[src/rtl/regfile_pkg.sv]
// Shared types and default constants for the parametrised MIPS register file.
// Optional write-through bypass is enabled by defining REGFILE_BYPASS_EN.
package regfile_pkg;

    typedef enum logic {
        CLEAR = 1'b0,
        READY = 1'b1
    } rf_state_e;

    localparam int DEF_DATA_W = 32;
    localparam int DEF_ADDR_W = 5;
    localparam int DEF_NUM_RD = 2;

    localparam int ZERO_ADDR  = 0;

endpackage

[src/rtl/regfile_clr_ctrl.sv]
// Clear engine: walks every entry writing zero after reset or on request,
// then holds READY until the next clear request.
module regfile_clr_ctrl
    import regfile_pkg::*;
#(
    parameter int ADDR_W = DEF_ADDR_W
) (
    input  logic              clk,
    input  logic              rst_n,
    input  logic              clear_req,
    output logic              clr_we,
    output logic [ADDR_W-1:0] clr_addr,
    output logic              ready,
    output logic              busy,
    output rf_state_e         state
);

    // Terminal count is the last entry (all ones), not pointer overflow.
    localparam logic [ADDR_W-1:0] LAST_ADDR = '1;

    rf_state_e         state_q, state_d;
    logic [ADDR_W-1:0] clr_ptr_q, clr_ptr_d;

    always_ff @(posedge clk or negedge rst_n) begin
        if (!rst_n) begin
            state_q   <= CLEAR;
            clr_ptr_q <= '0;
        end else begin
            state_q   <= state_d;
            clr_ptr_q <= clr_ptr_d;
        end
    end

    always_comb begin
        state_d   = state_q;
        clr_ptr_d = clr_ptr_q;
        clr_we    = 1'b0;
        case (state_q)
            CLEAR: begin
                clr_we = 1'b1;
                if (clr_ptr_q == LAST_ADDR) begin
                    state_d   = READY;
                    clr_ptr_d = '0;
                end else begin
                    clr_ptr_d = clr_ptr_q + 1'b1;
                end
            end
            READY: begin
                if (clear_req) begin
                    state_d   = CLEAR;
                    clr_ptr_d = '0;
                end
            end
            default: begin
                state_d   = CLEAR;
                clr_ptr_d = '0;
            end
        endcase
    end

    assign clr_addr = clr_ptr_q;
    assign ready    = (state_q == READY);
    assign busy     = ~ready;
    assign state    = state_q;

endmodule

[src/rtl/regfile_mp.sv]
// Multi-read-port register file with rising-edge write, hardwired r0 and a
// sequential clear engine. Define REGFILE_BYPASS_EN for write-through reads.
module regfile_mp
    import regfile_pkg::*;
#(
    parameter int DATA_W = DEF_DATA_W,
    parameter int ADDR_W = DEF_ADDR_W,
    parameter int NUM_RD = DEF_NUM_RD
) (
    input  logic                     Clk,
    input  logic                     Rst_n,
    input  logic                     ClearReq,
    input  logic                     RegWrite,
    input  logic [ADDR_W-1:0]        RegWrAddr,
    input  logic [DATA_W-1:0]        RegWrData,
    input  logic [NUM_RD*ADDR_W-1:0] RegRdAddr,
    output logic [NUM_RD*DATA_W-1:0] RegRdData,
    output logic                     Ready,
    output logic                     Busy
);

    localparam int DEPTH = 2 ** ADDR_W;
    localparam logic [ADDR_W-1:0] ZERO_A = ADDR_W'(ZERO_ADDR);

    logic [DATA_W-1:0] mem_q [DEPTH];

    logic              clr_we;
    logic [ADDR_W-1:0] clr_addr;
    rf_state_e         clr_state;
    logic              wr_accept;
    logic              arr_we;
    logic [ADDR_W-1:0] arr_addr;
    logic [DATA_W-1:0] arr_data;

    regfile_clr_ctrl #(.ADDR_W(ADDR_W)) u_clr_ctrl (
        .clk       (Clk),
        .rst_n     (Rst_n),
        .clear_req (ClearReq),
        .clr_we    (clr_we),
        .clr_addr  (clr_addr),
        .ready     (Ready),
        .busy      (Busy),
        .state     (clr_state)
    );

    // A write coinciding with a clear request is dropped along with the clear start.
    assign wr_accept = (clr_state == READY) && RegWrite && (RegWrAddr != ZERO_A) && !ClearReq;

    always_comb begin
        arr_we   = 1'b0;
        arr_addr = RegWrAddr;
        arr_data = RegWrData;
        if (clr_we) begin
            arr_we   = 1'b1;
            arr_addr = clr_addr;
            arr_data = '0;
        end else if (wr_accept) begin
            arr_we = 1'b1;
        end
    end

    // Storage is deliberately not reset; the clear engine zeroes it instead.
    always_ff @(posedge Clk) begin
        if (arr_we) begin
            mem_q[arr_addr] <= arr_data;
        end
    end

    for (genvar k = 0; k < NUM_RD; k++) begin : g_rd
        logic [ADDR_W-1:0] rd_addr;
        logic [DATA_W-1:0] rd_data;

        assign rd_addr = RegRdAddr[k*ADDR_W +: ADDR_W];

        always_comb begin
            rd_data = '0;
            if ((rd_addr != ZERO_A) && (clr_state == READY)) begin
                rd_data = mem_q[rd_addr];
`ifdef REGFILE_BYPASS_EN
                if (wr_accept && (rd_addr == RegWrAddr)) begin
                    rd_data = RegWrData;
                end
`endif
            end
        end

        assign RegRdData[k*DATA_W +: DATA_W] = rd_data;
    end

endmodule

[config.mk]
export PLATFORM = sky130hd
export DESIGN_NAME = regfile_mp
export DESIGN_NICKNAME = d
export VERILOG_FILES = /design/src/rtl/regfile_pkg.sv /design/src/rtl/regfile_clr_ctrl.sv /design/src/rtl/regfile_mp.sv
export SDC_FILE = /design/constraint.sdc
export NUM_CORES = 1
export LEC_CHECK = 0
export CORE_MARGIN = 2
export CORE_UTILIZATION = 49
export DETAILED_ROUTE_END_ITERATION = 8
export PLACE_DENSITY = 0.69
export SLEW_MARGIN = 30
export SYNTH_ARGS = -nofsm -noshare
export SYNTH_HDL_FRONTEND = slang
export SYNTH_SLANG_ARGS = --single-unit
[constraint.sdc]
create_clock -name Clk -period 3.9 [get_ports Clk]
set_input_delay 0.585 -clock Clk [delete_from_list [all_inputs] [get_ports Clk]]
set_output_delay 0.585 -clock Clk [all_outputs]
set_load 0.05 [all_outputs]
==> metrics.txt, run 1 <==
commonest non-fill, non-tap cells in the layout=edfxtp_1, mux2i_1, mux4_2; largest net degree at the start of global routing=between 90 and 100; hold slack=0.168 ns; DR vias=around 31000; Placeable Area=roughly 0.098 sq mm; Synth Flop Type=edfxtp_1; Starting DRT DRC Count=around 4800; grt total ovfl=0; FF+latch area=around 0.031 sq mm; post-synthesis area per instance=around 17 sq um; worst-case clock buffer depth=3; Total Routing Usage GR=0.316; clk slew on worst S/H paths=roughly 0.06 ns; dominant cells by area after synthesis=edfxtp_1, mux4_2, mux2i_1; critical path launch point type=register; RSZ-0062 raised after global routing=false; P&R area growth vs syn=16.8%; clk sinks=about 1000; Slew Viols, Final=0; worst min-delay path class=in -> async; setup TNS=0 ns; Seq/Total Area, Yosys=0.641; total CTS buffers=about 110; post-DR wirelength/cell=roughly 36 microns; gpl congestion=0.897; Cell variety after synth=47; initial antenna violation count=5; Tightest Pin Transition=a little over 0.9 ns; Max FO, Critical Path=26; Initial Utilization=0.492; max-cap violation count=0; area leader, netlist=edfxtp_1; Tcrit/Tclk final=0.974; clk root buf=clkbuf_16; DRC violations left=0; Mapped Nets=between 2000 and 3000; Synth warnings=0; Setup Buffers After CTS=0; final setup fails=0; row cnt=between 100 and 150; Mapped Area=approximately 0.048 sq mm; most common cell after layout, fill and taps aside=edfxtp_1; CTS tree=built; crit path time final=between 3 and 4 ns; Final Hold Fails=0; number of I/O port buffers=116; Clock H-tree levels=3; layout cell share with drive strength beyond 1=0.302; IO Count=117; Clock Latency Late Sink=0.69 ns; WP data required=approximately 3.3 ns; Util after Layout=0.575; filler instances=just over 7000; Peak Freq=around 260 MHz; Post-DRT Antenna Nets=0; CP Data Arrival Time=3.22 ns; Slew headroom=0.385; global-route wire length before repair=226000 microns; layout net count=3114; Synth top area share=0.637; number of global-route vias before repair=roughly 31000; EDFF count, synth=1024; Critical Path End Type=output port; Post-Syn Instances=~2900; Post-Route WL=approximately 160000 microns; worst reg2reg path startpoint=u_clr_ctrl.ready; Yosys reg bits=just over 1000; Tot Pwr=about 0.03 W; via density per instance=between 7 and 8; Peak VDD IR=approximately 0.4 mV; TritonRoute pass-1 iters=6; CP startpoint=u_clr_ctrl.ready; Die Y=318 microns; area of the multi-input gates=about 0.017 sq mm; asr flop ratio synth=0.00583; LEAKAGE=between 15 and 20 nW; dpl hpwl=97200 microns; Pwr Density=around 530 mW/mm^2; Layout Skew=0.0230 ns; DIE AREA=between 0.1 and 0.15 sq mm; CP Class=reg -> out; status=complete, no violations; Horiz. Die Dim=between 300 and 400 microns
-- logic make-up (layout without fill, tap and decap cells) --
group,Yosys count,after routing,synth area share
flip-flops,1030,1030,0.641
multiplexers,711,711,0.219
AO/OA/AOI/OAI,461,461,0.0651
AND/OR/NAND/NOR,441,441,0.0524
buffers and inverters,235,499,0.0227
adder cells (fa/ha/maj),2,2,0.000519
XOR/XNOR,1,1,0.000182
other,0,2,0
-- final cells by class --
cell class	instances	share of cell area
multi-input combinational	1616	0.295
inverter	2	0.000133
timing repair buffer	306	0.0663
sequential	1030	0.548
tap	1287	0.0286
clock buffer	129	0.0501
clock inverter	62	0.0113
antenna	2	0.0000888
-- per-stage QoR --
stage	setup WS, ns	cell area, sq um	instances
after floorplan	0.317	48200	2881
after global placement	0.210	52800	4239
after detailed placement	0.220	52800	4241
after CTS	0.0347	56300	4432
after global routing	0.0250	56300	4432
final	0.0998	56400	4434
-- sequential cells by signal, summed over array words and instances, names as in the netlist --
name,count
mem_q,1024
u_clr_ctrl.clr_addr,5
u_clr_ctrl.ready,1
-- critical path, stage by stage, from the launching register on --
cell and delay (ns):
dfrtp_2 0.60, clkinv_1 0.39, nor4b_4 0.41, buf_12 0.32
buf_4 0.22, a22oi_1 0.13, nand4_1 0.28, buf_12 0.18
-- metal layers --
layer | vias to the layer above | global-route usage | share of wire
met5 | - | 0 | 0.000081
met4 | 2 | 0.153 | 0.053
met3 | 458 | 0.0922 | 0.14
met2 | 2525 | 0.476 | 0.45
met1 | 16100 | 0.422 | 0.36
li1 | 12400 | - | -
-- synth_stat cells, types with 67 or more instances --
master / instances
o21ai_0: 67
mux2i_1: 260
o22ai_1: 68
nor2b_1: 69
mux4_2: 254
buf_2: 105
edfxtp_1: 1024
a22oi_1: 177
mux2_2: 197
nand3_1: 67
clkbuf_1: 100
-- where the power goes --
part           switching [W]  leakage (nW)  internal [W]
Combinational        0.00366          7.52       0.00192
Sequential          0.000494          9.58        0.0138
Clock                0.00428          1.68       0.00597
-- final timing paths --
| check | end | slack (ns) | cells after the start |
|---|---|---|---|
| min in group Clk | u_clr_ctrl.clr_addr[2] | 0.55 | 1 |
| min reg2reg | u_clr_ctrl.clr_addr[2] | 0.55 | 1 |
| max | RegRdData[40] | 0.1 | 7 |
| min | u_clr_ctrl.clr_addr[1] | 0.17 | 1 |
| max reg2reg | mem_q[21][26] | 0.59 | 5 |
| max in group asynchronous | u_clr_ctrl.ready | 3.48 | 1 |
-- repair_timing --
action,in CTS,in global routing
hold buffers,0,0
gates resized for setup,0,2
endpoints found under the setup margin,0,4
Power figures use the tool's default switching activity.
==> run 2: changes to the inputs <==
- SYNTH_HIERARCHICAL: default -> 1
==> metrics.txt, run 2 <==
TritonRoute pass-1 iters=8 (+2); Starting DRT DRC Count=4197 (-13%); Clock Latency Late Sink=0.68 ns (about the same); worst reg2reg path startpoint=u_clr_ctrl/ready; worst min-delay path class=in -> async; Top reg by flops=mem_q; Horiz. Die Dim=316 microns (-0.56%); Total Routing Usage GR=0.299 (-0.0171); Peak Freq=263 MHz (about the same); dpl ws=-0.0335 ns (-0.253 ns); CP Data Arrival Time=3.22 ns (about the same); Placeable Area=0.0966 sq mm (-1.5%); Util after Layout=0.581 (+0.00553); number of global-route vias before repair=29000 (-7.9%); row cnt=114 (-0.87%); P&R area growth vs syn=17.6%; Post-Route WL=148000 microns (-8.1%); Tcrit/Tclk final=0.975 (about the same); Synth Flop Type=edfxtp_1; area of the multi-input gates=0.0162 sq mm (-2.6%); dominant cells by area after synthesis=edfxtp_1, mux4_2, mux2i_1; largest net degree at the start of global routing=78 (-19%); Mapped Area=0.0477 sq mm (-1.1%); critical path launch point type=input pin; layout cell share with drive strength beyond 1=0.361 (+0.0593); Post-Synth Simple-Gate Area=0.0134 (-0.0390); layout net count=2642 (-15%); final setup fails=0 (unchanged); Post-DRT Antenna Nets=0 (unchanged); dpl hpwl=87500 microns (-10%); Slew Viols, Final=0 (unchanged); grt total ovfl=0 (unchanged); Yosys reg bits=1030 (unchanged); Mapped Nets=2411 (-18%); total CTS buffers=103 (-1.9%); Critical Path End Type=output port; R2R Path End=mem_q[28][5]; IO Count=117 (unchanged); crit path time final=3.80 ns (+0.00189 ns); global-route wire length before repair=210000 microns (-7.2%); worst-case clock buffer depth=3 (unchanged); Max FO, Critical Path=34 (+31%); Setup Buffers After CTS=0 (unchanged); filler instances=6860 (-4.7%); clk root buf=clkbuf_16; final worst slack=0.0979 ns (-0.00189 ns); commonest non-fill, non-tap cells in the layout=edfxtp_1, mux4_2, mux2i_1; post-synthesis area per instance=20.2 sq um (+21%); hold buffer count at cts=0 (unchanged); DR vias=28300 (-10%); r2r worst-path depth=5 (unchanged); status=complete, no violations; Clock H-tree levels=3 (unchanged); Slew headroom=0.371 (-0.0136); max-cap violation count=0 (unchanged); largest family of logic cells by synthesized area=multiplexers; CTS tree=built; Post-synth top cells=edfxtp_1, mux4_2, mux2i_1, clkbuf_1, buf_2; max reg flops=1024 (unchanged); Compound-Gate Fraction of Synth Area=0.0490 (-0.0161); Initial Utilization=0.494 (+0.00162); Cell variety after synth=51 (+8.5%); via density per instance=7.18 (+1.1%); area share of xor/xnor cells in the synthesized design=0.000184 (+0.00000207); Placement Cell Area=0.0526 sq mm (-0.41%); Synth Area in Adders=0.000525 (+0.00000592); post-DR wirelength/cell=37.5 microns (+3.2%); Peak VDD IR=0.594 mV (+48%); WP data required=3.31 ns (about the same); Synth top area share=0.645 (+0.00728); clk slew on worst S/H paths=0.06 ns (about the same); setup TNS=0 ns (unchanged); DRC violations left=0 (unchanged); most common cell after layout, fill and taps aside=edfxtp_1; DIE AREA=0.0998 sq mm (-1.1%); RSZ-0062 raised after global routing=false; clk sinks=1030 (unchanged); initial antenna violation count=0 (-5); proportion of synthesized area in mux cells=0.267 (+0.0485); asr flop ratio synth=0.00583 (unchanged); Die Y=316 microns (-0.56%); number of I/O port buffers=116 (unchanged); Post-Syn Instances=2358 (-18%); EDFF count, synth=1024 (unchanged); CP Class=in -> out; Final Hold Fails=0 (unchanged); Pwr Density=572 mW/mm^2 (+7.2%); Final Cell Area=0.0561 sq mm (-0.50%); area leader, netlist=edfxtp_1; count leader, synth=edfxtp_1; Tightest Pin Transition=0.941 ns (+0.0180 ns); FF+latch area=0.0309 sq mm (unchanged); Seq/Total Area, Yosys=0.648 (+0.00731); gpl congestion=0.875 (-2.5%); Synth warnings=6 (+6); Layout Skew=0.0284 ns (+0.00538 ns); Worst R2R Setup Slack=0.68 ns (+0.09 ns); LEAKAGE=18.5 nW (-1.5%)
[run 2: cell count changes after synthesis, sizes merged, moves of 35 or more]
| cell | change |
|---|---|
| or3 | -64 |
| o22ai | -36 |
| mux4 | +195 |
| a22oi | -146 |
| nand3 | -62 |
| mux2 | -192 |
| o21ai | -66 |
| o221ai | +62 |
| a211oi | -35 |
| nand4 | -63 |
| and2 | -37 |
[run 2: how the worst max path moves through the flow]
stage                           startpoint             to  slack, ns  depth (start not counted)
after floorplan           u_clr_ctrl/ready    mem_q[0][0]      -0.15                          7
after global placement        RegRdAddr[0]  RegRdData[19]      -0.09                          8
after detailed placement      RegRdAddr[0]  RegRdData[19]      -0.03                          8
after CTS                 u_clr_ctrl/ready  RegRdData[36]       0.03                          5
after global routing          RegRdAddr[3]   RegRdData[4]       0.04                          9
final                         RegRdAddr[3]  RegRdData[31]        0.1                         10
[run 2: worst max-delay path, stage by stage]
cell	delay, ns
clkdlybuf4s50_1	0.46
buf_4	0.19
or3b_2	0.19
buf_12	0.33
buf_4	0.24
o22ai_1	0.07
a2111oi_0	0.66
a211oi_1	0.11
buf_4	0.19
buf_4	0.19
[run 2: report_power, final]
group | leakage [nW] | internal [W] | switching, W | total (W)
logic | 7.27 | 0.00262 | 0.00468 | 0.00730
registers | 9.58 | 0.0142 | 0.000571 | 0.0148
clock network | 1.64 | 0.00581 | 0.00421 | 0.0100
[run 2: layout make-up]
type | count | area share
antenna | 1 | 0.0000446
inverter | 6 | 0.000402
clock inverter | 60 | 0.0113
clock buffer | 126 | 0.0486
sequential | 1030 | 0.551
tap | 1276 | 0.0285
multi-input combinational | 1126 | 0.289
timing repair buffer | 322 | 0.0709
[run 2: per-layer routing]
metal / vias up / GRT usage / routed length, microns
li1: 10800 / - / -
met1: 15000 / 0.420 / 53900
met3: 357 / 0.0767 / 19400
met2: 2187 / 0.454 / 68600
met4: 0 / 0.112 / 5920
met5: - / 0 / 0
[run 2: repair_timing]
action	4_1_cts	5_1_grt
setup endpoints to repair	2	9
resized for setup	2	2
gates cloned	0	0
[run 2: cell families (layout without fill, tap and decap cells)]
kind of cell / after synthesis / in the layout
AOI/OAI and AO/OA: 293 / 293
adders and majority gates: 2 / 2
muxes: 710 / 710
other: 0 / 1
xor gates and xnor gates: 1 / 1
buffers and inverters: 202 / 514
DFF: 1030 / 1030
and+or+nand+nor: 120 / 120
[run 2: metrics by stage]
step / hold WS (ns) / std cells / total power (W)
2_1_floorplan: 0.289 / 2358 / 0.0184
6_report: 0.168 / 3947 / 0.0321
4_1_cts: 0.142 / 3946 / 0.0320
5_1_grt: 0.159 / 3946 / 0.0328
3_3_place_gp: 0.541 / 3760 / 0.0219
3_5_place_dp: 0.539 / 3760 / 0.0221
